`config.mk`:
```
export PLATFORM = sky130hd
export DESIGN_NAME = uart_stream_xcvr
export DESIGN_NICKNAME = d
export VERILOG_FILES = /design/src/rtl/uart_stream_xcvr.sv
export SDC_FILE = /design/constraint.sdc
export NUM_CORES = 1
export LEC_CHECK = 0
export BUFFER_PORTS_ARGS = -buffer_cell sky130_fd_sc_hd__buf_2
export CAP_MARGIN = 20
export CORE_MARGIN = 2
export CORE_UTILIZATION = 27
export CTS_CLUSTER_SIZE = 28
export DETAILED_ROUTE_END_ITERATION = 6
export MAX_ROUTING_LAYER = met4
export PLACE_DENSITY = 0.5
export SLEW_MARGIN = 10
export SYNTH_ARGS = -nofsm -noshare
export SYNTH_HDL_FRONTEND = slang
export SYNTH_SLANG_ARGS = --single-unit
```
`constraint.sdc`:
```
create_clock -name clk -period 3 [get_ports clk]
set_input_delay 0.3 -clock clk [delete_from_list [all_inputs] [get_ports clk]]
set_output_delay 0.3 -clock clk [all_outputs]
set_load 0.02 [all_outputs]
```
`src/rtl/uart_stream_xcvr.sv`:
```
// uart_stream_xcvr: configurable full-duplex UART with buffered RX stream
// and ready/valid handshakes on both directions.
module uart_stream_xcvr #(
  parameter int CLKS_PER_BIT  = 32,
  parameter int DATA_BITS     = 8,
  parameter int PARITY        = 0,
  parameter int STOP_BITS     = 1,
  parameter int RX_FIFO_DEPTH = 16
) (
  input  logic                             clk,
  input  logic                             rstN,
  input  logic                             rx,
  output logic                             tx,
  output logic [DATA_BITS-1:0]             rx_data,
  output logic [1:0]                       rx_err,
  output logic                             rx_valid,
  input  logic                             rx_ready,
  output logic [$clog2(RX_FIFO_DEPTH):0]   rx_count,
  output logic                             rx_overrun,
  input  logic                             clr_overrun,
  input  logic [DATA_BITS-1:0]             tx_data,
  input  logic                             tx_valid,
  output logic                             tx_ready,
  output logic                             tx_busy
);

  localparam int AW = $clog2(RX_FIFO_DEPTH);
  localparam int CW = $clog2(STOP_BITS * CLKS_PER_BIT) + 1;
  localparam int BW = $clog2(DATA_BITS) + 1;
  localparam logic [CW-1:0] HALF  = CW'(CLKS_PER_BIT / 2 - 1);
  localparam logic [CW-1:0] BITN  = CW'(CLKS_PER_BIT - 1);
  localparam logic [CW-1:0] STOPN = CW'(STOP_BITS * CLKS_PER_BIT - 1);
  localparam logic [BW-1:0] LAST  = BW'(DATA_BITS - 1);
  localparam logic [AW:0]   FULLN = (AW+1)'(RX_FIFO_DEPTH);
  localparam bit   HAS_PAR = (PARITY != 0);
  localparam logic ODD     = (PARITY == 2);

  // Reset asserts asynchronously but releases on a clock edge.
  logic [1:0] rst_q;
  logic       rst_n;

  always_ff @(posedge clk or negedge rstN) begin
    if (!rstN) rst_q <= '0;
    else       rst_q <= {rst_q[0], 1'b1};
  end

  assign rst_n = rst_q[1];

  logic rx_m, rx_s;

  always_ff @(posedge clk or negedge rst_n) begin
    if (!rst_n) begin
      rx_m <= 1'b1;
      rx_s <= 1'b1;
    end else begin
      rx_m <= rx;
      rx_s <= rx_m;
    end
  end

  typedef enum logic [2:0] {
    R_IDLE, R_START, R_DATA, R_PAR, R_STOP, R_WAIT
  } rx_state_t;

  rx_state_t            rs, rs_n;
  logic [CW-1:0]        rcnt, rcnt_n;
  logic [BW-1:0]        rbit, rbit_n;
  logic [DATA_BITS-1:0] rsh, rsh_n;
  logic                 rpe, rpe_n;
  logic                 push;
  logic [1:0]           push_err;

  always_ff @(posedge clk or negedge rst_n) begin
    if (!rst_n) begin
      rs   <= R_IDLE;
      rcnt <= '0;
      rbit <= '0;
      rsh  <= '0;
      rpe  <= 1'b0;
    end else begin
      rs   <= rs_n;
      rcnt <= rcnt_n;
      rbit <= rbit_n;
      rsh  <= rsh_n;
      rpe  <= rpe_n;
    end
  end

  always_comb begin
    rs_n     = rs;
    rcnt_n   = rcnt + CW'(1);
    rbit_n   = rbit;
    rsh_n    = rsh;
    rpe_n    = rpe;
    push     = 1'b0;
    push_err = {rpe, ~rx_s};
    unique case (rs)
      R_IDLE: begin
        rcnt_n = '0;
        rbit_n = '0;
        rpe_n  = 1'b0;
        if (!rx_s) rs_n = R_START;
      end
      R_START: if (rcnt == HALF) begin
        rcnt_n = '0;
        rs_n   = rx_s ? R_IDLE : R_DATA;
      end
      R_DATA: if (rcnt == BITN) begin
        rcnt_n = '0;
        rsh_n  = {rx_s, rsh[DATA_BITS-1:1]};
        rbit_n = rbit + BW'(1);
        if (rbit == LAST) rs_n = HAS_PAR ? R_PAR : R_STOP;
      end
      R_PAR: if (rcnt == BITN) begin
        rcnt_n = '0;
        rpe_n  = ((^rsh) ^ rx_s) != ODD;
        rs_n   = R_STOP;
      end
      R_STOP: if (rcnt == BITN) begin
        rcnt_n = '0;
        push   = 1'b1;
        rs_n   = rx_s ? R_IDLE : R_WAIT;
      end
      R_WAIT: begin
        rcnt_n = '0;
        if (rx_s) rs_n = R_IDLE;
      end
      default: rs_n = R_IDLE;
    endcase
  end

  logic [DATA_BITS+1:0] mem [RX_FIFO_DEPTH];
  logic [AW-1:0]        wp, rp;
  logic [AW:0]          cnt;
  logic                 full, pop, wr;

  assign full = (cnt == FULLN);
  assign pop  = rx_valid && rx_ready;
  assign wr   = push && (!full || pop);

  always_ff @(posedge clk) begin
    if (wr) mem[wp] <= {push_err, rsh};
  end

  always_ff @(posedge clk or negedge rst_n) begin
    if (!rst_n) begin
      wp         <= '0;
      rp         <= '0;
      cnt        <= '0;
      rx_overrun <= 1'b0;
    end else begin
      if (wr)  wp <= wp + AW'(1);
      if (pop) rp <= rp + AW'(1);
      if (wr && !pop)      cnt <= cnt + (AW+1)'(1);
      else if (!wr && pop) cnt <= cnt - (AW+1)'(1);
      if (push && full && !pop) rx_overrun <= 1'b1;
      else if (clr_overrun)     rx_overrun <= 1'b0;
    end
  end

  assign rx_valid = (cnt != '0);
  assign rx_count = cnt;
  assign rx_data  = rx_valid ? mem[rp][DATA_BITS-1:0] : '0;
  assign rx_err   = rx_valid ? mem[rp][DATA_BITS+1:DATA_BITS] : '0;

  typedef enum logic [2:0] {
    T_IDLE, T_START, T_DATA, T_PAR, T_STOP
  } tx_state_t;

  tx_state_t            ts, ts_n;
  logic [CW-1:0]        tcnt, tcnt_n;
  logic [BW-1:0]        tbit, tbit_n;
  logic [DATA_BITS-1:0] tsh, tsh_n;
  logic                 tpar, tpar_n;
  logic                 tx_q, tx_n;

  always_ff @(posedge clk or negedge rst_n) begin
    if (!rst_n) begin
      ts   <= T_IDLE;
      tcnt <= '0;
      tbit <= '0;
      tsh  <= '0;
      tpar <= 1'b0;
      tx_q <= 1'b1;
    end else begin
      ts   <= ts_n;
      tcnt <= tcnt_n;
      tbit <= tbit_n;
      tsh  <= tsh_n;
      tpar <= tpar_n;
      tx_q <= tx_n;
    end
  end

  // tx_n is the line level for the next cycle, so tx stays a flop output.
  always_comb begin
    ts_n   = ts;
    tcnt_n = tcnt + CW'(1);
    tbit_n = tbit;
    tsh_n  = tsh;
    tpar_n = tpar;
    tx_n   = tx_q;
    unique case (ts)
      T_IDLE: begin
        tcnt_n = '0;
        tbit_n = '0;
        tx_n   = 1'b1;
        if (tx_valid) begin
          ts_n   = T_START;
          tsh_n  = tx_data;
          tpar_n = (^tx_data) ^ ODD;
          tx_n   = 1'b0;
        end
      end
      T_START: if (tcnt == BITN) begin
        tcnt_n = '0;
        ts_n   = T_DATA;
        tx_n   = tsh[0];
      end
      T_DATA: if (tcnt == BITN) begin
        tcnt_n = '0;
        tbit_n = tbit + BW'(1);
        tsh_n  = tsh >> 1;
        if (tbit == LAST) begin
          ts_n = HAS_PAR ? T_PAR : T_STOP;
          tx_n = HAS_PAR ? tpar : 1'b1;
        end else begin
          tx_n = tsh[1];
        end
      end
      T_PAR: if (tcnt == BITN) begin
        tcnt_n = '0;
        ts_n   = T_STOP;
        tx_n   = 1'b1;
      end
      T_STOP: if (tcnt == STOPN) begin
        tcnt_n = '0;
        ts_n   = T_IDLE;
        tx_n   = 1'b1;
      end
      default: ts_n = T_IDLE;
    endcase
  end

  assign tx       = tx_q;
  assign tx_ready = (ts == T_IDLE);
  assign tx_busy  = (ts != T_IDLE);

endmodule

```
==> results.cfg <==
[status]
status = finished, final reports clean

[sta]
fin_skew_ns = 0.0285
finalCritPeriodShare_pct = 93.1
rsz0062_at_grt = false
tns_ns = 0
tightest_slew_ns = 0.854
setup_violations = 0
finalHoldViolations = 0
maxSlewHeadroom_pct = 42.7
layout_min_cycle_time_ns = 2.79
maxSlewViolCount = 0
fmax_mhz = 358

[logic_synthesis]
yosys.area.top_type = edfxtp_1
synthTopCellsByCount = edfxtp_1, dfrtp_1, mux4_2, nand2_1
yosysSeqAreaShare_pct = 68.6
synth_edf_count = 160
netlist_instances = 560
synth_cell_types = 61
synth_nets = 588
netlist_area_sq_um = 9280
synthArstFlopShare_pct = 27.9
synth_top_area_share_pct = 51.8
ys.flop_type = edfxtp_1
synthTopCellsByArea = edfxtp_1, dfrtp_1, mux4_2, xnor2_1, ha_1
syn_area_per_cell_sq_um = 16.6
yosysWarnings = 0
synth-seq-cells = 222
synth_most_common_cell = edfxtp_1

[grt]
grt_pass1_wl_microns = 30300
antenna_found_initial = 1
grt-ovfl-total = 0
grt_pass1_vias = 5166
grt_max_degree = 41
track_usage_pct = 11.3

[floorplan]
io_pins = 34
rows = 67
die_x_microns = 189
initial_core_util_pct = 27.5
core_region_area_sq_um = 33700
fp.dieArea_sq_um = 35900
die_h_microns = 189

[worst_setup_path]
r2r_cells = 13
max_stage_delay_ns = 0.54
cp_data_required_time_ns = 2.70
crit_fanout = 25
ff2ff_setup_slack_ns = 0.23
cp-end-kind = primary output
r2r-end = rx_count[4]
arrival_ns = 2.49
cpMaxStageDelayCell = mux4_2
worstPathCellList = buf_12, mux4_2, a22oi_1, a21oi_1, buf_2
crit_family = multiplexers
critPathLaunchType = flip-flop
timing.rr.start = rx_count[1]
worst-path-buf-inv = 2
critPathKind = reg -> out

[worst_hold_path]
whs_endpoint = tsh[7]
min_path_type = in -> reg
holdPathStages = 3
hold_path.startpoint = tx_data[7]

[final_layout]
fin_nets = 639
drive_above_1_share_pct = 24.7
syn2layout_area_growth_pct = 16.9
nFillCells = 3339
layout.cells.non_filler = 1077

[pwr]
p_leak_nw = 4.17
ir_drop_v = 0.000371
p_per_area_nw_per_um2 = 646

[routing]
routed_wl_microns = 19400
vias_per_cell = 4.56
drtIter0Drc = 370
num_vias = 4913
drc = 0
ant_nets = 0
routedWlPerCell_microns = 18.1
firstDrtPassIters = 5

[placement]
placedCellCount = 1030
gp_congestion = 0.812
dp_hpwl_microns = 12600
io_buffers = 33

[clock_network]
numCtsBuffers = 24
cts_sinks = 222
worstSkewPairLatency_ns = 0.53
path_clk_slew_ns = 0.06
clock_path_buffers = 3
post_cts_buffers = 0
tritoncts = done
cts_max_level = 1
cts_root_buf = clkbuf_16

[flow_run]
drv_cap = 0
==> tightest hold or removal path: cells and delay by family <==
kind,cells,cell delay (ns)
compound gates,2,0.15
buf+inv,1,0.10
==> cell usage in the layout (no fill, tap or decap), types with 4 or more instances in the layout <==
cell       Yosys  layout
xnor2_1       21      21
a21oi_1       17      17
buf_4          4      12
inv_1          9       9
mux4_2        40      40
dfrtp_1       59      56
and2_1        19      19
nor2b_1        6       5
nand3b_1       4       4
xor2_1         7       7
a22oi_1       20      20
nand3_1       11      11
buf_2          4      33
clkinv_2       0       6
clkbuf_16      0      24
mux2_2         9       9
nand4_1        4       4
ha_1          13      13
mux2i_1        9       9
edfxtp_1     160     160
nor2_1        23      23
nand2_1       31      31
o21ai_0       23      23
==> where the power goes <==
part	switching (mW)	internal, mW
sequential	0.153	3.41
combinational	0.277	0.220
clock	1.19	1.75
total	1.62	5.39
==> layout make-up <==
cell class                      count  area [sq um]  share of cell area [%]
Antenna cell                        1          2.50                  0.0231
Clock buffer                       28           626                    5.77
Inverter                            9          33.8                   0.311
Tap cell                          448           561                    5.17
Multi-Input combinational cell    304          2770                    25.6
Sequential cell                   222          6360                    58.7
Timing Repair Buffer               50           325                    3.00
Clock inverter                     15           164                    1.51
==> per-stage QoR <==
stage	utilization (%)	area (sq um)	total power [mW]	hold WS, ns	setup WS [ns]
floorplan	-	9280	4.00	0.00441	0.155
global placement	29.7	10000	4.09	0.0853	0.206
detailed placement	29.7	10000	4.13	0.0889	0.0894
CTS	32.1	10800	7.11	0.0669	0.0851
global route	32.2	10800	7.30	0.0775	0.0112
finish	32.2	10800	7.00	0.0881	0.208
==> logic make-up (layout without fill, tap and decap cells) <==
| group | Yosys count | after routing | share of synthesized area, % |
|---|---|---|---|
| fa+ha+maj | 14 | 14 | 1.97 |
| simple gates | 124 | 124 | 7.81 |
| xor+xnor | 28 | 28 | 2.64 |
| flops | 222 | 222 | 68.6 |
| other cells | 1 | 2 | 0.0404 |
| buf+inv | 34 | 102 | 1.77 |
| compound gates | 78 | 78 | 5.27 |
| mux | 59 | 59 | 11.9 |
==> state kept, by name, summed over array words and instances, names as in the netlist, 3 cells and up <==
register and cells:
tcnt 6, rbit 4, ts 3, rp 4, rsh 8, tbit 4, mem 160, rs 3
wp 4, rcnt 6, tsh 8, rx_count 5
==> worst max-delay path by stage <==
stage	from	endpoint	slack (ns)	cells past startpoint
after floorplan	rx_count[0]	rx_count[4]	0.16	13
after global placement	rx_count[1]	rx_count[4]	0.21	13
after detailed placement	rx_count[1]	rx_count[4]	0.09	13
after CTS	rx_count[1]	rx_count[4]	0.09	13
after global routing	rx_count[1]	rx_count[4]	0.01	13
final	rp[0]	rx_err[0]	0.21	5
==> layer usage <==
| metal | routed length, microns | track usage [%] | vias up | part of all wire [%] |
|---|---|---|---|---|
| li1 | - | - | 2262 | - |
| met1 | 8650 | 14.8 | 2502 | 44 |
| met2 | 9180 | 17.8 | 115 | 47 |
| met3 | 1090 | 2.58 | 34 | 5.6 |
| met4 | 518 | 3.16 | 0 | 2.7 |
| met5 | 0 | - | - | 0 |
==> what timing repair did <==
item | CTS | global route
resized for setup | 0 | 5
endpoints found under the setup margin | 0 | 1
hold buffers | 3 | 0
endpoints found under the hold margin | 4 | 0
(Power assumes the default switching activity.)
